$ cat config.mk
export PLATFORM = sky130hd
export DESIGN_NAME = piece_move_sched_flat
export DESIGN_NICKNAME = d
export VERILOG_FILES = /design/src/rtl/piece_move_sched_pkg.sv /design/src/rtl/piece_move_sched_if.sv /design/src/rtl/piece_move_sched_frame_tick_sync.sv /design/src/rtl/piece_move_sched.sv /design/src/flat_wrapper.sv
export SDC_FILE = /design/constraint.sdc
export NUM_CORES = 1
export LEC_CHECK = 0
export ABC_AREA = 1
export BUFFER_PORTS_ARGS = -buffer_cell sky130_fd_sc_hd__buf_2
export CAP_MARGIN = 10
export CORE_AREA = 2 2 62 64
export CTS_BUF_LIST = sky130_fd_sc_hd__clkbuf_4
export DETAILED_ROUTE_END_ITERATION = 6
export DIE_AREA = 0 0 64 66
export GPL_TIMING_DRIVEN = 0
export MAX_ROUTING_LAYER = met4
export PLACE_DENSITY = 0.76
export SYNTH_ARGS = -nofsm -noshare
export SYNTH_HDL_FRONTEND = slang
export SYNTH_SLANG_ARGS = --single-unit
$ cat constraint.sdc
create_clock -name Clk -period 2.07 [get_ports Clk]
set_input_delay 0.207 -clock Clk [delete_from_list [all_inputs] [get_ports Clk]]
set_output_delay 0.207 -clock Clk [all_outputs]
set_load 0.05 [all_outputs]
$ cat src/rtl/piece_move_sched_pkg.sv
// Shared types and key constants for the falling-piece move sequencer.
package piece_move_sched_pkg;

  typedef enum logic [2:0] {
    CMD_NOP   = 3'd0,
    CMD_LEFT  = 3'd1,
    CMD_RIGHT = 3'd2,
    CMD_DOWN  = 3'd3,
    CMD_ROT   = 3'd4,
    CMD_LOCK  = 3'd5
  } cmd_t;

  typedef enum logic [2:0] {
    S_IDLE,
    S_ISSUE,
    S_WAIT,
    S_LOCK_ISSUE,
    S_LOCK_WAIT
  } state_t;

  localparam logic [7:0] KEY_W = 8'h1a;
  localparam logic [7:0] KEY_A = 8'h04;
  localparam logic [7:0] KEY_S = 8'h16;
  localparam logic [7:0] KEY_D = 8'h07;

  function automatic logic [5:0] sat_inc6(input logic [5:0] v);
    return (v == 6'h3f) ? v : v + 6'd1;
  endfunction

endpackage

$ cat src/rtl/piece_move_sched_if.sv
// Command/response handshake between the move sequencer and the piece datapath.
interface piece_move_sched_if;
  import piece_move_sched_pkg::*;

  logic cmd_valid;
  cmd_t cmd;
  logic cmd_ready;
  logic rsp_valid;
  logic rsp_blocked;

  modport master (output cmd_valid, cmd, input cmd_ready, rsp_valid, rsp_blocked);
  modport slave  (input cmd_valid, cmd, output cmd_ready, rsp_valid, rsp_blocked);
endinterface

$ cat src/rtl/piece_move_sched_frame_tick_sync.sv
// Brings the asynchronous frame clock into the Clk domain and emits one tick per rising edge.
module piece_move_sched_frame_tick_sync (
  input  logic Clk,
  input  logic Reset_n,
  input  logic frame_clk,
  output logic tick
);

  logic sync_p0, sync_p1, dly_p2;

  always_ff @(posedge Clk or negedge Reset_n) begin
    if (!Reset_n) begin
      sync_p0 <= 1'b0;
      sync_p1 <= 1'b0;
      dly_p2  <= 1'b0;
      tick    <= 1'b0;
    end else begin
      sync_p0 <= frame_clk;
      sync_p1 <= sync_p0;
      dly_p2  <= sync_p1;
      tick    <= sync_p1 & ~dly_p2;
    end
  end

endmodule

$ cat src/rtl/piece_move_sched.sv
// Turns frame ticks and keycodes into one LEFT/RIGHT/DOWN/ROT/LOCK command at a time,
// waiting for the datapath's collision response before issuing the next.
module piece_move_sched
  import piece_move_sched_pkg::*;
#(
  parameter int GRAVITY_FRAMES = 16,
  parameter int SOFT_FRAMES    = 2,
  parameter int DAS_FRAMES     = 10,
  parameter int ARR_FRAMES     = 3
) (
  input  logic                 Clk,
  input  logic                 Reset_n,
  input  logic                 frame_clk,
  input  logic                 enable,
  input  logic [7:0]           keycode,
  piece_move_sched_if.master   bus,
  output logic                 piece_locked,
  output logic                 busy
);

  localparam logic [5:0] GRAV_M1 = 6'(GRAVITY_FRAMES - 1);
  localparam logic [5:0] SOFT_M1 = 6'(SOFT_FRAMES - 1);
  localparam logic [5:0] DAS     = 6'(DAS_FRAMES);
  localparam logic [6:0] DAS_ARR = 7'(DAS_FRAMES + ARR_FRAMES);

  logic       tick;
  state_t     state;
  logic [5:0] grav_cnt, das_cnt, das_inc, grav_lim;
  logic [7:0] key_prev;
  logic       rot_pend, horz_pend, grav_pend;
  cmd_t       horz_dir;
  logic       tick_en, is_horz, new_key, grav_fire, rot_fire, horz_fire;
  logic       issue_done, lock_done;

  piece_move_sched_frame_tick_sync u_sync (
    .Clk       (Clk),
    .Reset_n   (Reset_n),
    .frame_clk (frame_clk),
    .tick      (tick)
  );

  assign tick_en    = tick & enable;
  assign is_horz    = (keycode == KEY_A) || (keycode == KEY_D);
  assign new_key    = (keycode != key_prev);
  assign grav_lim   = (keycode == KEY_S) ? SOFT_M1 : GRAV_M1;
  assign das_inc    = sat_inc6(das_cnt);
  assign grav_fire  = (grav_cnt >= grav_lim);
  assign rot_fire   = (keycode == KEY_W) && new_key;
  // After DAS expires, das_cnt is folded back to DAS on each repeat so it paces ARR forever.
  assign horz_fire  = is_horz && (new_key || (das_inc == DAS) || ({1'b0, das_inc} == DAS_ARR));
  assign issue_done = (state == S_ISSUE) && bus.cmd_valid && bus.cmd_ready;
  assign lock_done  = (state == S_LOCK_WAIT) && bus.rsp_valid;
  assign busy       = (state != S_IDLE);

  always_ff @(posedge Clk or negedge Reset_n) begin
    if (!Reset_n) begin
      grav_cnt  <= '0;
      das_cnt   <= '0;
      key_prev  <= '0;
      rot_pend  <= 1'b0;
      horz_pend <= 1'b0;
      grav_pend <= 1'b0;
      horz_dir  <= CMD_LEFT;
    end else if (lock_done) begin
      grav_cnt  <= '0;
      das_cnt   <= '0;
      key_prev  <= keycode;
      rot_pend  <= 1'b0;
      horz_pend <= 1'b0;
      grav_pend <= 1'b0;
    end else begin
      // Clears come first so a tick landing on the same cycle as a transfer still sets its flag.
      if (issue_done) begin
        if (bus.cmd == CMD_ROT) rot_pend <= 1'b0;
        if (bus.cmd == CMD_LEFT || bus.cmd == CMD_RIGHT) horz_pend <= 1'b0;
        if (bus.cmd == CMD_DOWN) grav_pend <= 1'b0;
      end
      if (state == S_IDLE && !enable) begin
        rot_pend  <= 1'b0;
        horz_pend <= 1'b0;
        grav_pend <= 1'b0;
      end
      if (tick_en) begin
        key_prev <= keycode;
        grav_cnt <= grav_fire ? 6'd0 : grav_cnt + 6'd1;
        if (grav_fire) grav_pend <= 1'b1;
        if (rot_fire)  rot_pend  <= 1'b1;
        if (is_horz) begin
          if (new_key)                        das_cnt <= 6'd0;
          else if ({1'b0, das_inc} == DAS_ARR) das_cnt <= DAS;
          else                                das_cnt <= das_inc;
        end
        if (horz_fire) begin
          horz_pend <= 1'b1;
          horz_dir  <= (keycode == KEY_A) ? CMD_LEFT : CMD_RIGHT;
        end
      end
    end
  end

  always_ff @(posedge Clk or negedge Reset_n) begin
    if (!Reset_n) begin
      state         <= S_IDLE;
      bus.cmd_valid <= 1'b0;
      bus.cmd       <= CMD_NOP;
      piece_locked  <= 1'b0;
    end else begin
      piece_locked <= 1'b0;
      case (state)
        S_IDLE: begin
          if (enable && (rot_pend || horz_pend || grav_pend)) begin
            bus.cmd       <= rot_pend ? CMD_ROT : (horz_pend ? horz_dir : CMD_DOWN);
            bus.cmd_valid <= 1'b1;
            state         <= S_ISSUE;
          end
        end
        S_ISSUE: begin
          if (bus.cmd_ready) begin
            bus.cmd_valid <= 1'b0;
            state         <= S_WAIT;
          end
        end
        S_WAIT: begin
          if (bus.rsp_valid) begin
            if (bus.cmd == CMD_DOWN && bus.rsp_blocked) begin
              bus.cmd       <= CMD_LOCK;
              bus.cmd_valid <= 1'b1;
              state         <= S_LOCK_ISSUE;
            end else begin
              bus.cmd <= CMD_NOP;
              state   <= S_IDLE;
            end
          end
        end
        S_LOCK_ISSUE: begin
          if (bus.cmd_ready) begin
            bus.cmd_valid <= 1'b0;
            state         <= S_LOCK_WAIT;
          end
        end
        S_LOCK_WAIT: begin
          if (bus.rsp_valid) begin
            piece_locked <= 1'b1;
            bus.cmd      <= CMD_NOP;
            state        <= S_IDLE;
          end
        end
        default: state <= S_IDLE;
      endcase
    end
  end

endmodule

$ cat src/flat_wrapper.sv
// flat-port wrapper written by rule: the top's interface ports become plain ports
module piece_move_sched_flat import piece_move_sched_pkg::*;
#(
  parameter int GRAVITY_FRAMES = 16,
  parameter int SOFT_FRAMES    = 2,
  parameter int DAS_FRAMES     = 10,
  parameter int ARR_FRAMES     = 3
)
  (Clk, Reset_n, frame_clk, enable, keycode, piece_locked, busy, bus_cmd_valid, bus_cmd, bus_cmd_ready, bus_rsp_valid, bus_rsp_blocked);
  piece_move_sched_if bus_i ();
  input  logic Clk;
  input  logic Reset_n;
  input  logic frame_clk;
  input  logic enable;
  input  logic [7:0] keycode;
  output logic piece_locked;
  output logic busy;
  output wire logic [$bits(bus_i.cmd_valid)-1:0] bus_cmd_valid;
  output wire logic [$bits(bus_i.cmd)-1:0] bus_cmd;
  input wire logic [$bits(bus_i.cmd_ready)-1:0] bus_cmd_ready;
  input wire logic [$bits(bus_i.rsp_valid)-1:0] bus_rsp_valid;
  input wire logic [$bits(bus_i.rsp_blocked)-1:0] bus_rsp_blocked;
  assign bus_cmd_valid = bus_i.cmd_valid;
  assign bus_cmd = bus_i.cmd;
  assign bus_i.cmd_ready = bus_cmd_ready;
  assign bus_i.rsp_valid = bus_rsp_valid;
  assign bus_i.rsp_blocked = bus_rsp_blocked;
  piece_move_sched #(.GRAVITY_FRAMES(GRAVITY_FRAMES), .SOFT_FRAMES(SOFT_FRAMES), .DAS_FRAMES(DAS_FRAMES), .ARR_FRAMES(ARR_FRAMES)) u_core (.Clk(Clk), .Reset_n(Reset_n), .frame_clk(frame_clk), .enable(enable), .keycode(keycode), .bus(bus_i), .piece_locked(piece_locked), .busy(busy));
endmodule
==> results of run 1 <==
-- worst max-delay path, stage by stage (launching register included) --
cell     delay, ns
dfrtp_1       0.48
ha_1          0.27
nand2_2       0.10
nor2_4        0.13
nand2_4       0.09
nand2_2       0.08
nand2_2       0.06
nor3_2        0.24
nor2_1        0.08
nor2_1        0.10
nor2_1        0.05
-- power groups by stage --
stage | sequential (mW) | combinational, mW | clock (mW)
detailed placement | 1.14 | 1.19 | 0
floorplan | 1.22 | 0.859 | 0
global placement | 1.13 | 1.18 | 0
finish | 1.12 | 1.20 | 0.519
CTS | 1.12 | 1.20 | 0.533
global route | 1.15 | 1.37 | 0.567
-- layout make-up --
| cell class | instances | area share |
|---|---|---|
| inverters | 39 | 0.0630 |
| repair buffers | 22 | 0.0517 |
| plain buffers | 1 | 0.00323 |
| well taps | 48 | 0.0259 |
| multi-input cells | 181 | 0.421 |
| flip-flops and latches | 37 | 0.399 |
| clock inverters | 3 | 0.0199 |
| clock buffers | 5 | 0.0162 |
-- path summary, 6_finish.rpt --
check / startpoint / to / slack (ns) / depth (start not counted)
max: u_core.das_cnt[0]$_DFFE_PN0P_ / u_core.das_cnt[0]$_DFFE_PN0P_ / 0.30 / 10
min: bus_rsp_valid / u_core.state[2]$_DFFE_PN0P_ / 0.09 / 2
max reg2reg: u_core.das_cnt[0]$_DFFE_PN0P_ / u_core.das_cnt[0]$_DFFE_PN0P_ / 0.30 / 10
min reg2reg: u_core.u_sync.sync_p0$_DFF_PN0_ / u_core.u_sync.sync_p1$_DFF_PN0_ / 0.36 / 0
max in group asynchronous: Reset_n / u_core.das_cnt[4]$_DFFE_PN0P_ / 1.11 / 2
min in group asynchronous: Reset_n / u_core.key_prev[1]$_DFFE_PN0P_ / 0.46 / 2
-- per-stage QoR --
step	std cells	setup WS, ns
finish	336	0.301
global route	336	0.186
detailed placement	326	0.332
CTS	336	0.309
floorplan	258	0.538
global placement	326	0.350
-- metal layers --
metal	global-route usage	vias to the layer above	wire, um
met1	0.264	758	1750
li1	-	888	-
met4	0.0842	0	49
met2	0.329	44	1730
met5	-	-	0
met3	0.0545	5	184
-- sequential cells by signal, indices dropped and copies added, names as in the netlist --
name / count
u_core.grav_pend: 1
u_core.bus.cmd: 3
u_core.u_sync.sync_p0: 1
u_core.horz_dir: 2
u_core.piece_locked: 1
u_core.state: 3
u_core.bus.cmd_valid: 1
u_core.u_sync.tick: 1
u_core.rot_pend: 1
u_core.das_cnt: 6
u_core.key_prev: 8
u_core.u_sync.dly_p2: 1
u_core.u_sync.sync_p1: 1
u_core.grav_cnt: 6
u_core.horz_pend: 1
-- cell usage in the layout, fill, tap and decap left out --
| cell type | instances |
|---|---|
| nor2_1 | 36 |
| clkinvlp_4 | 1 |
| ha_1 | 4 |
| o21a_1 | 1 |
| o31ai_1 | 3 |
| nor4_1 | 3 |
| nand2_4 | 2 |
| inv_1 | 33 |
| buf_2 | 20 |
| o21bai_1 | 1 |
| o22ai_1 | 3 |
| nand3_1 | 13 |
| or2_1 | 1 |
| nand4_1 | 4 |
| nand2_1 | 45 |
| nor2_2 | 4 |
| xor2_1 | 5 |
| mux2_1 | 4 |
| o21ai_1 | 10 |
| o21ai_0 | 8 |
| clkinv_4 | 1 |
| dfrtp_1 | 36 |
| o22ai_2 | 1 |
| dlygate4sd3_1 | 2 |
| clkbuf_4 | 5 |
| bufinv_16 | 1 |
| nor3_2 | 1 |
| nor3_1 | 3 |
| o211ai_1 | 2 |
| nor2_4 | 1 |
| xnor2_1 | 5 |
| a31oi_1 | 1 |
| dfstp_2 | 1 |
| a21oi_1 | 11 |
| buf_4 | 1 |
| inv_2 | 6 |
| nand2_2 | 9 |
-- cell families (layout without fill, tap and decap cells) --
kind of cell	Yosys count	in the layout	synth area share
buf+inv	40	70	0.0748
mux	4	4	0.0219
simple gates	122	122	0.272
xor+xnor	10	10	0.0426
fa+ha+maj	4	4	0.0243
compound gates	41	41	0.114
flops	37	37	0.450
==> results.md, run 1 <==
* Tot Pwr at 2.84 mW
* Final setup viols at 0
* Remaining Overflow, GRT at 0
* Final Hold Viols at 0
* Yosys top cell area share at 0.438
* Via/cell ratio at 5.04
* Sw Ratio at 0.431
* Logic pwr share at 0.422
* Syn_nets at 277
* Total negative setup slack at 0 ns
* Setup Skew at 0.00318 ns
* First-pass GRT wire length at 6730 um
* Initial Util at 0.580
* Top FF cell, synth: dfrtp_1
* Slew @ Worst Pin at 0.790 ns
* Worst setup SP type: register
* Average size of a mapped cell at 7.98 um2
* Largest net degree at the start of global routing at 38
* Clock power frac at 0.183
* Post-synth EDFFs at 0
* Yosys warnings at 0
* # fillers at 318
* GRT Resource Usage Total at 0.211
* Placer Congestion at 0.886
* Die Span X at 64 um
* Mapped Cells at 258
* H-tree depth at 2
* N_diodes at 0
* Class of the most critical setup path: reg2reg
* Vias in the first global route at 1647
* Final slew viol count at 0
* Ys async rst share at 1.00
* First-pass iteration count of the detailed router at 4
* Layout Utilization at 0.654
* Worst hold path class: in2reg
* Synth area leaders: dfrtp_1, nand2_1, nor2_1, inv_1, nand3_1
* WHS at 0.0913 ns
* Netlist cell types at 31
* Final worst path period share at 0.855
* WL/cell at 11.1 um
* Sequential element share of the synthesized area at 0.450
* Hpwl dp at 2760 um
* Internal Power at 1.62 mW
* # DRC at 0
* Flip-flop and latch area at ~900 um2
* Clock root cell: clkbuf_4
* Area leader, netlist: dfrtp_1
* VDD IR-drop max at 0.588 mV
* Buffers on Ports at 20
* Cell Rows at 22
* Clock Tree Buf Depth at 2
* Vias at 1695
* FMAX at approximately 0.57 GHz
* Max-Cap Viols at 0
* Reg power frac at 0.395
* Pwr per Cell Area at 1220 nW/um2
* DR iter-0 viols at 85
* Placed cell areas at 2220 um2
* Final instance area at roughly 2300 um2
* CTS Buf Count at 5
* Fin nets at 306
* Psw at around 1.2 mW
* Period minus WS final at 1.77 ns
* Drt total wl at 3710 um
* CP endpoint kind: register
* Clock Latency Late Sink at ~0.35 ns
* Antenna violations before repair at 0
* Clock Pin Slew Worst Setup and Hold Paths at 0.12 ns
* # resized after CTS at 0
* Count leader, synth: nand2_1
* Commonest cells in the netlist: nand2_1, dfrtp_1, nor2_1
* Share of cells above drive strength 1 at 0.188
* P_leak at 1.17 nW
* Status: complete, no violations
* Multi-input gate area at 977 um2
* Full die area at 4220 um2
* Register bit total from synthesis at 37
* CTS tree: done
* Rel. slew slack at 0.473
* I/O pin cnt at 21
* Post-CTS Hold Fix Bufs at 2
* Data required time of the critical path at 2.33 ns
* RSZ-0062 raised after global routing: false
* Antenna Nets Post-Route at 0
* Synthesis-to-layout area growth at 12.8%
* Crit path DAT at 2.03 ns
* CP max FO at 7
* CTS Sinks at 37
* Synthesized area at 2060 um2
* Post-CTS Setup Bufs at 0
* Die Y at about 66 um
* Core Area at 3550 um2
No activity file was read; power rests on OpenSTA's default activity.
==> run 2, diff against run 1 <==
BUFFER_PORTS_ARGS = default   (was -buffer_cell sky130_fd_sc_hd__buf_2)
DONT_BUFFER_PORTS = 1   (was default)
PLACE_DENSITY = 0.71   (was 0.76)
==> run 2 against run 1 <==
Compared with the run above: routed wire length rose by 2.6%; global-route usage rose by 0.49 points; final cell count fell by 3.3%; highest routed layer unchanged.
==> results.md, run 2 (synthesis results as in run 1) <==
* Worst reg2reg path startpoint: u_core.das_cnt[0]$_DFFE_PN0P_
* CTS Buf Count at 5 (unchanged)
* Core Area at 3550 um2 (unchanged)
* Setup Skew at 0.0131 ns (+0.00997 ns)
* Commonest non-fill, non-tap cell in the layout: nand2_1
* Clock Pin Slew Worst Setup and Hold Paths at 0.12 ns (about the same)
* CP endpoint kind: register
* Fin nets at 295 (-3.6%)
* Period minus WS final at 1.74 ns (-0.0312 ns)
* R2R Path End: u_core.das_cnt[0]$_DFFE_PN0P_
* RSZ-0062 raised after global routing: false
* Full die area at 4220 um2 (unchanged)
* H-tree depth at 2 (unchanged)
* FMAX at 0.575 GHz (+1.8%)
* # fillers at 308 (-3.1%)
* P_leak at 1.13 nW (-2.9%)
* Drt total wl at 3810 um (+2.6%)
* Reg2reg path depth at 10 (unchanged)
* Die Y at 66 um (unchanged)
* First-pass GRT wire length at 6910 um (+2.7%)
* Clock Tree Buf Depth at 2 (unchanged)
* Placed cell areas at 2120 um2 (-4.5%)
* DR iter-0 viols at 120 (+41%)
* Final instance area at 2320 um2 (-0.16%)
* Crit path DAT at 1.98 ns (-0.05 ns)
* Antenna Nets Post-Route at 0 (unchanged)
* Finished Layout Cells at 325 (-3.3%)
* Antenna violations before repair at 0 (unchanged)
* CP max FO at 7 (unchanged)
* Vias at 1657 (-2.2%)
* Final Hold Viols at 0 (unchanged)
* Class of the most critical setup path: reg2reg
* WL/cell at 11.7 um (+6.1%)
* # DRC at 0 (unchanged)
* Layout Utilization at 0.653 (-0.00106)
* N_diodes at 0 (unchanged)
* VDD IR-drop max at 0.677 mV (+15%)
* Synthesis-to-layout area growth at 12.6%
* WHS at 0.0292 ns (-0.0621 ns)
* Flip-flop and latch area at 927 um2 (unchanged)
* Final worst path period share at 0.840 (-0.0151)
* Hpwl dp at 2780 um (+0.68%)
* Data required time of the critical path at 2.31 ns (-0.02 ns)
* Clock root cell: clkbuf_4
* Placer Congestion at 0.872 (-1.5%)
* Largest net degree at the start of global routing at 38 (unchanged)
* CTS Sinks at 37 (unchanged)
* Vias in the first global route at 1648 (+0.061%)
* First-pass iteration count of the detailed router at 4 (unchanged)
* Biggest regs: u_core.key_prev (8), u_core.das_cnt (6), u_core.grav_cnt (6)
* Total negative setup slack at 0 ns (unchanged)
* Max-Cap Viols at 0 (unchanged)
* Status: complete, no violations
* R2r setup slk at 0.33 ns (+0.03 ns)
* Max reg flops at 8 (unchanged)
* Critical path origin: u_core.das_cnt[0]$_DFFE_PN0P_
* Die Span X at 64 um (unchanged)
* Most frequent cells in the layout: nand2_1, nor2_1, dfrtp_1, inv_1, nand3_1
* Rel. slew slack at 0.626 (+0.152)
* Cell Rows at 22 (unchanged)
* Dpl cells at 306 (-6.1%)
* Initial Util at 0.580 (unchanged)
* CTS tree: done
* I/O pin cnt at 21 (unchanged)
* Clock Latency Late Sink at 0.35 ns (about the same)
* Worst setup SP type: register
* Slew @ Worst Pin at 0.561 ns (-0.229 ns)
* Remaining Overflow, GRT at 0 (unchanged)
* Multi-input gate area at 977 um2 (unchanged)
* Buffers on Ports at 0 (-100%)
* Worst setup path end: u_core.das_cnt[0]$_DFFE_PN0P_
* GRT Resource Usage Total at 0.216 (+0.00487)
* # resized after CTS at 0 (unchanged)
* Worst hold path class: in2reg
* Share of cells above drive strength 1 at 0.126 (-0.0611)
* Most flop-heavy register: u_core.key_prev
* Via/cell ratio at 5.10 (+1.1%)
* Final setup viols at 0 (unchanged)
* Final slew viol count at 0 (unchanged)
* Pwr per Cell Area at 1200 nW/um2 (-1.6%)
## run 2: cell types whose count changed in the layout (fill, tap and decap cells not counted), sizes merged
cell | previous run | this run
clkinvlp | 1 | 0
clkbuf | 5 | 6
dlygate4sd3 | 2 | 10
buf | 21 | 2
## run 2: report_power, final
part	switching (mW)	internal, mW	leakage (nW)	total [mW]
sequential	0.306	0.939	0.457	1.24
combinational	0.644	0.393	0.631	1.04
clock	0.242	0.266	0.0456	0.508
total	1.19	1.60	1.13	2.79
## run 2: worst min path at each step
stage	start	end	slack [ns]	depth (start not counted)
6_report	bus_cmd_ready	u_core.state[0]$_DFFE_PN0P_	0.03	2
4_1_cts	bus_cmd_ready	u_core.state[0]$_DFFE_PN0P_	0.02	2
3_3_place_gp	Reset_n	u_core.das_cnt[5]$_DFFE_PN0P_	-0.09	0
5_1_grt	bus_cmd_ready	u_core.state[0]$_DFFE_PN0P_	0.03	2
3_5_place_dp	Reset_n	u_core.das_cnt[5]$_DFFE_PN0P_	-0.09	0
2_1_floorplan	Reset_n	u_core.bus.cmd[0]$_DFFE_PN0P_	-0.09	0
## run 2: through the flow
step / total power, mW / setup WS [ns]
2_1_floorplan: 2.08 / 0.538
3_3_place_gp: 2.24 / 0.356
3_5_place_dp: 2.26 / 0.328
4_1_cts: 2.81 / 0.307
5_1_grt: 3.02 / 0.140
6_report: 2.79 / 0.332
## run 2: routing by layer
metal,global-route usage,vias to the layer above,wire length (um)
met1,0.268,743,1830
met5,-,-,0
met3,0.0545,10,159
met4,0.0788,0,81
met2,0.344,34,1740
li1,-,870,-
## run 2: cell type report
cell class,count,share of cell area
Buffer,1,0.00324
Clock buffer,6,0.0194
Clock inverter,2,0.0151
Inverter,39,0.0631
Multi-Input combinational cell,181,0.421
Sequential cell,37,0.400
Tap cell,48,0.0259
Timing Repair Buffer,11,0.0518
## run 2: what timing repair did
| action | in CTS | in global routing |
|---|---|---|
| endpoints found under the hold margin | 46 | 0 |
| setup endpoints to repair | 0 | 0 |
| hold buffers | 11 | 0 |
| buffers inserted | 0 | 0 |
## run 2: worst max-delay path: stages, from the launching register on
cell and delay [ns]:
dfrtp_1 0.46, ha_1 0.25, nand2_2 0.09, nor2_4 0.12, nand2_4 0.08, nand2_2 0.08
nand2_2 0.05, nor3_2 0.25, nor2_1 0.08, nor2_1 0.12, nor2_1 0.05
==> run 3, diff against run 2 <==
clock period = 1.6 ns   (was 2.07 ns; I/O delays follow)
==> run 3 against run 2 <==
Compared with the run above: clock-buffer cell count is the same; setup slack worse by 0.30 ns; hold slack worse by 0.0046 ns; final cell count up 2.5%; core utilization increased by 4.4 points; clock power up 31%; non-clock buffer count is 8 higher.
==> results.md, run 3 (synthesis results as in run 1) <==
* Crit path DAT at 1.80 ns (-0.18 ns)
* Commonest non-fill, non-tap cell in the layout: nand2_1
* P_leak at 1.20 nW (+5.8%)
* Pwr per Cell Area at 1560 nW/um2 (+29%)
* RSZ-0062 raised after global routing: true
* Vias at 1708 (+3.1%)
* Initial Util at 0.580 (unchanged)
* Cells along the critical path: ha_4 -> nand2_4 -> nor2_4 -> nand2_4 -> nand2_2 -> nand2_2 -> nor3_4 -> nor2_1 -> nor2_1 -> nor2_1
* Remaining Overflow, GRT at 0 (unchanged)
* Crit path largest cell delay at 0.43 ns (-0.03 ns)
* Final setup viols at 0 (unchanged)
* Reg2reg path depth at 10 (unchanged)
* Hpwl dp at 2780 um (unchanged)
* Hold worst-path end: u_core.rot_pend$_DFF_PN0_
* Final worst path period share at 0.977 (+0.137)
* CTS Sinks at 37 (unchanged)
* Setup ws final at 0.0367 ns (-0.295 ns)
* Share of cells above drive strength 1 at 0.196 (+0.0701)
* WL/cell at 11.9 um (+1.5%)
* Hold_sp: keycode[2]
* CP max stage cell: dfrtp_1
* Antenna violations before repair at 0 (unchanged)
* Fin nets at 303 (+2.7%)
* CP max FO at 5 (-2)
* Drt total wl at 3960 um (+4.0%)
* Rel. slew slack at 0.612 (-0.0143)
* VDD IR-drop max at 0.864 mV (+28%)
* Worst hold path class: in2reg
* Worst Hold Depth at 3 (+1)
* Largest net degree at the start of global routing at 38 (unchanged)
* Die Span X at 64 um (unchanged)
* Full die area at 4220 um2 (unchanged)
* R2r setup slk at 0.04 ns (-0.30 ns)
* GRT Resource Usage Total at 0.216 (+0.000463)
* Clock Pin Slew Worst Setup and Hold Paths at 0.12 ns (about the same)
* Final instance area at 2470 um2 (+6.7%)
* Synthesis-to-layout area growth at 20.2%
* First-pass iteration count of the detailed router at 4 (unchanged)
* WHS at 0.0245 ns (-0.00464 ns)
* Vias in the first global route at 1666 (+1.1%)
* Clock root cell: clkbuf_4
* Data required time of the critical path at 1.84 ns (-0.47 ns)
* Place WS at -0.142 ns (-0.470 ns)
* CTS Buf Count at 5 (unchanged)
* Placer Congestion at 0.872 (unchanged)
* Final slew viol count at 0 (unchanged)
* Cell mode on critical path: nor2_1
* Max-Cap Viols at 0 (unchanged)
* Class of the most critical setup path: reg2reg
* CTS tree: done
* I/O pin cnt at 21 (unchanged)
* Via/cell ratio at 5.13 (+0.60%)
* Clock Latency Late Sink at 0.35 ns (about the same)
* Worst reg2reg path startpoint: u_core.das_cnt[1]$_DFFE_PN0P_
* R2R Path End: u_core.das_cnt[0]$_DFFE_PN0P_
* Final Hold Viols at 0 (unchanged)
* Worst setup SP type: register
* Status: complete, no violations
* Die Y at 66 um (unchanged)
* Antenna Nets Post-Route at 0 (unchanged)
* Max reg flops at 8 (unchanged)
* H-tree depth at 2 (unchanged)
* Placed cell areas at 2120 um2 (unchanged)
* Cell Rows at 22 (unchanged)
* Core Area at 3550 um2 (unchanged)
* Setup Skew at 0.0145 ns (+0.00134 ns)
* Clock Tree Buf Depth at 2 (unchanged)
* Period minus WS final at 1.56 ns (-0.175 ns)
* Buffers on Ports at 0 (unchanged)
* First-pass GRT wire length at 6960 um (+0.71%)
* FMAX at 0.640 GHz (+11%)
* N_diodes at 0 (unchanged)
* Most flop-heavy register: u_core.key_prev
* # DRC at 0 (unchanged)
* # fillers at 276 (-10%)
* CP top delay family: simple AND/OR/NAND/NOR gates
* Most frequent cells in the layout: nand2_1, inv_1, nor2_1, dfrtp_1
* Biggest regs: u_core.key_prev (8), u_core.das_cnt (6), u_core.grav_cnt (6)
* DR iter-0 viols at 86 (-28%)
* Slew @ Worst Pin at 0.583 ns (+0.0214 ns)
* CP endpoint kind: register
* CP Buf/Inv Count at 0 (unchanged)
run 3: worst max-delay path by stage:
stage	startpoint	endpoint	slack, ns	cells after the start
after global placement	u_core.das_cnt[0]$_DFFE_PN0P_	u_core.das_cnt[0]$_DFFE_PN0P_	-0.11	10
final	u_core.das_cnt[1]$_DFFE_PN0P_	u_core.das_cnt[0]$_DFFE_PN0P_	0.04	10
after detailed placement	u_core.das_cnt[0]$_DFFE_PN0P_	u_core.das_cnt[0]$_DFFE_PN0P_	-0.14	10
after global routing	u_core.das_cnt[1]$_DFFE_PN0P_	u_core.das_cnt[0]$_DFFE_PN0P_	-0.06	10
after floorplan	u_core.das_cnt[0]$_DFFE_PN0P_	u_core.das_cnt[0]$_DFFE_PN0P_	0.07	10
after CTS	u_core.das_cnt[1]$_DFFE_PN0P_	u_core.das_cnt[0]$_DFFE_PN0P_	-0.002	10
run 3: power by group:
| part | total (mW) | switching [mW] | leakage, nW | internal [mW] |
|---|---|---|---|---|
| registers | 1.62 | 0.398 | 0.453 | 1.22 |
| clock network | 0.663 | 0.319 | 0.0456 | 0.345 |
| logic | 1.57 | 0.937 | 0.700 | 0.630 |
| total | 3.85 | 1.65 | 1.20 | 2.20 |
run 3: tightest hold or removal path: cells and delay by family:
kind | cells | cell delay [ns]
AO/OA/AOI/OAI | 2 | 0.16
AND/OR/NAND/NOR | 1 | 0.03
run 3: per-stage QoR:
step | util | setup TNS, ns | power, mW | instances
after global routing | 0.697 | -0.235 | 4.15 | 333
after global placement | 0.597 | -0.336 | 2.89 | 306
final | 0.697 | 0 | 3.85 | 333
after CTS | 0.668 | -0.00232 | 3.70 | 328
after detailed placement | 0.597 | -0.431 | 2.92 | 306
after floorplan | - | 0 | 2.69 | 258
run 3: cell type report:
class	instances	area, um2	share of cell area
flip-flops and latches	37	932	0.377
inverters	39	149	0.0602
clock inverters	2	35.0	0.0142
plain buffers	1	7.51	0.00303
repair buffers	19	185	0.0749
well taps	48	60.1	0.0243
multi-input cells	181	1060	0.428
clock buffers	6	45.0	0.0182
run 3: layer usage:
layer,GRT usage,share of wire,vias to the layer above
met1,0.272,0.47,778
met5,-,0,-
met4,0.0788,0.014,0
li1,-,-,887
met3,0.0545,0.041,7
met2,0.341,0.48,36
run 3: what timing repair did:
action                     in CTS  in global routing
hold buffers                   13                  0
pin swaps                       0                  1
buffers inserted                1                  5
hold endpoints to repair       48                  0
gates resized for setup         7                 16
setup endpoints to repair       9                 18
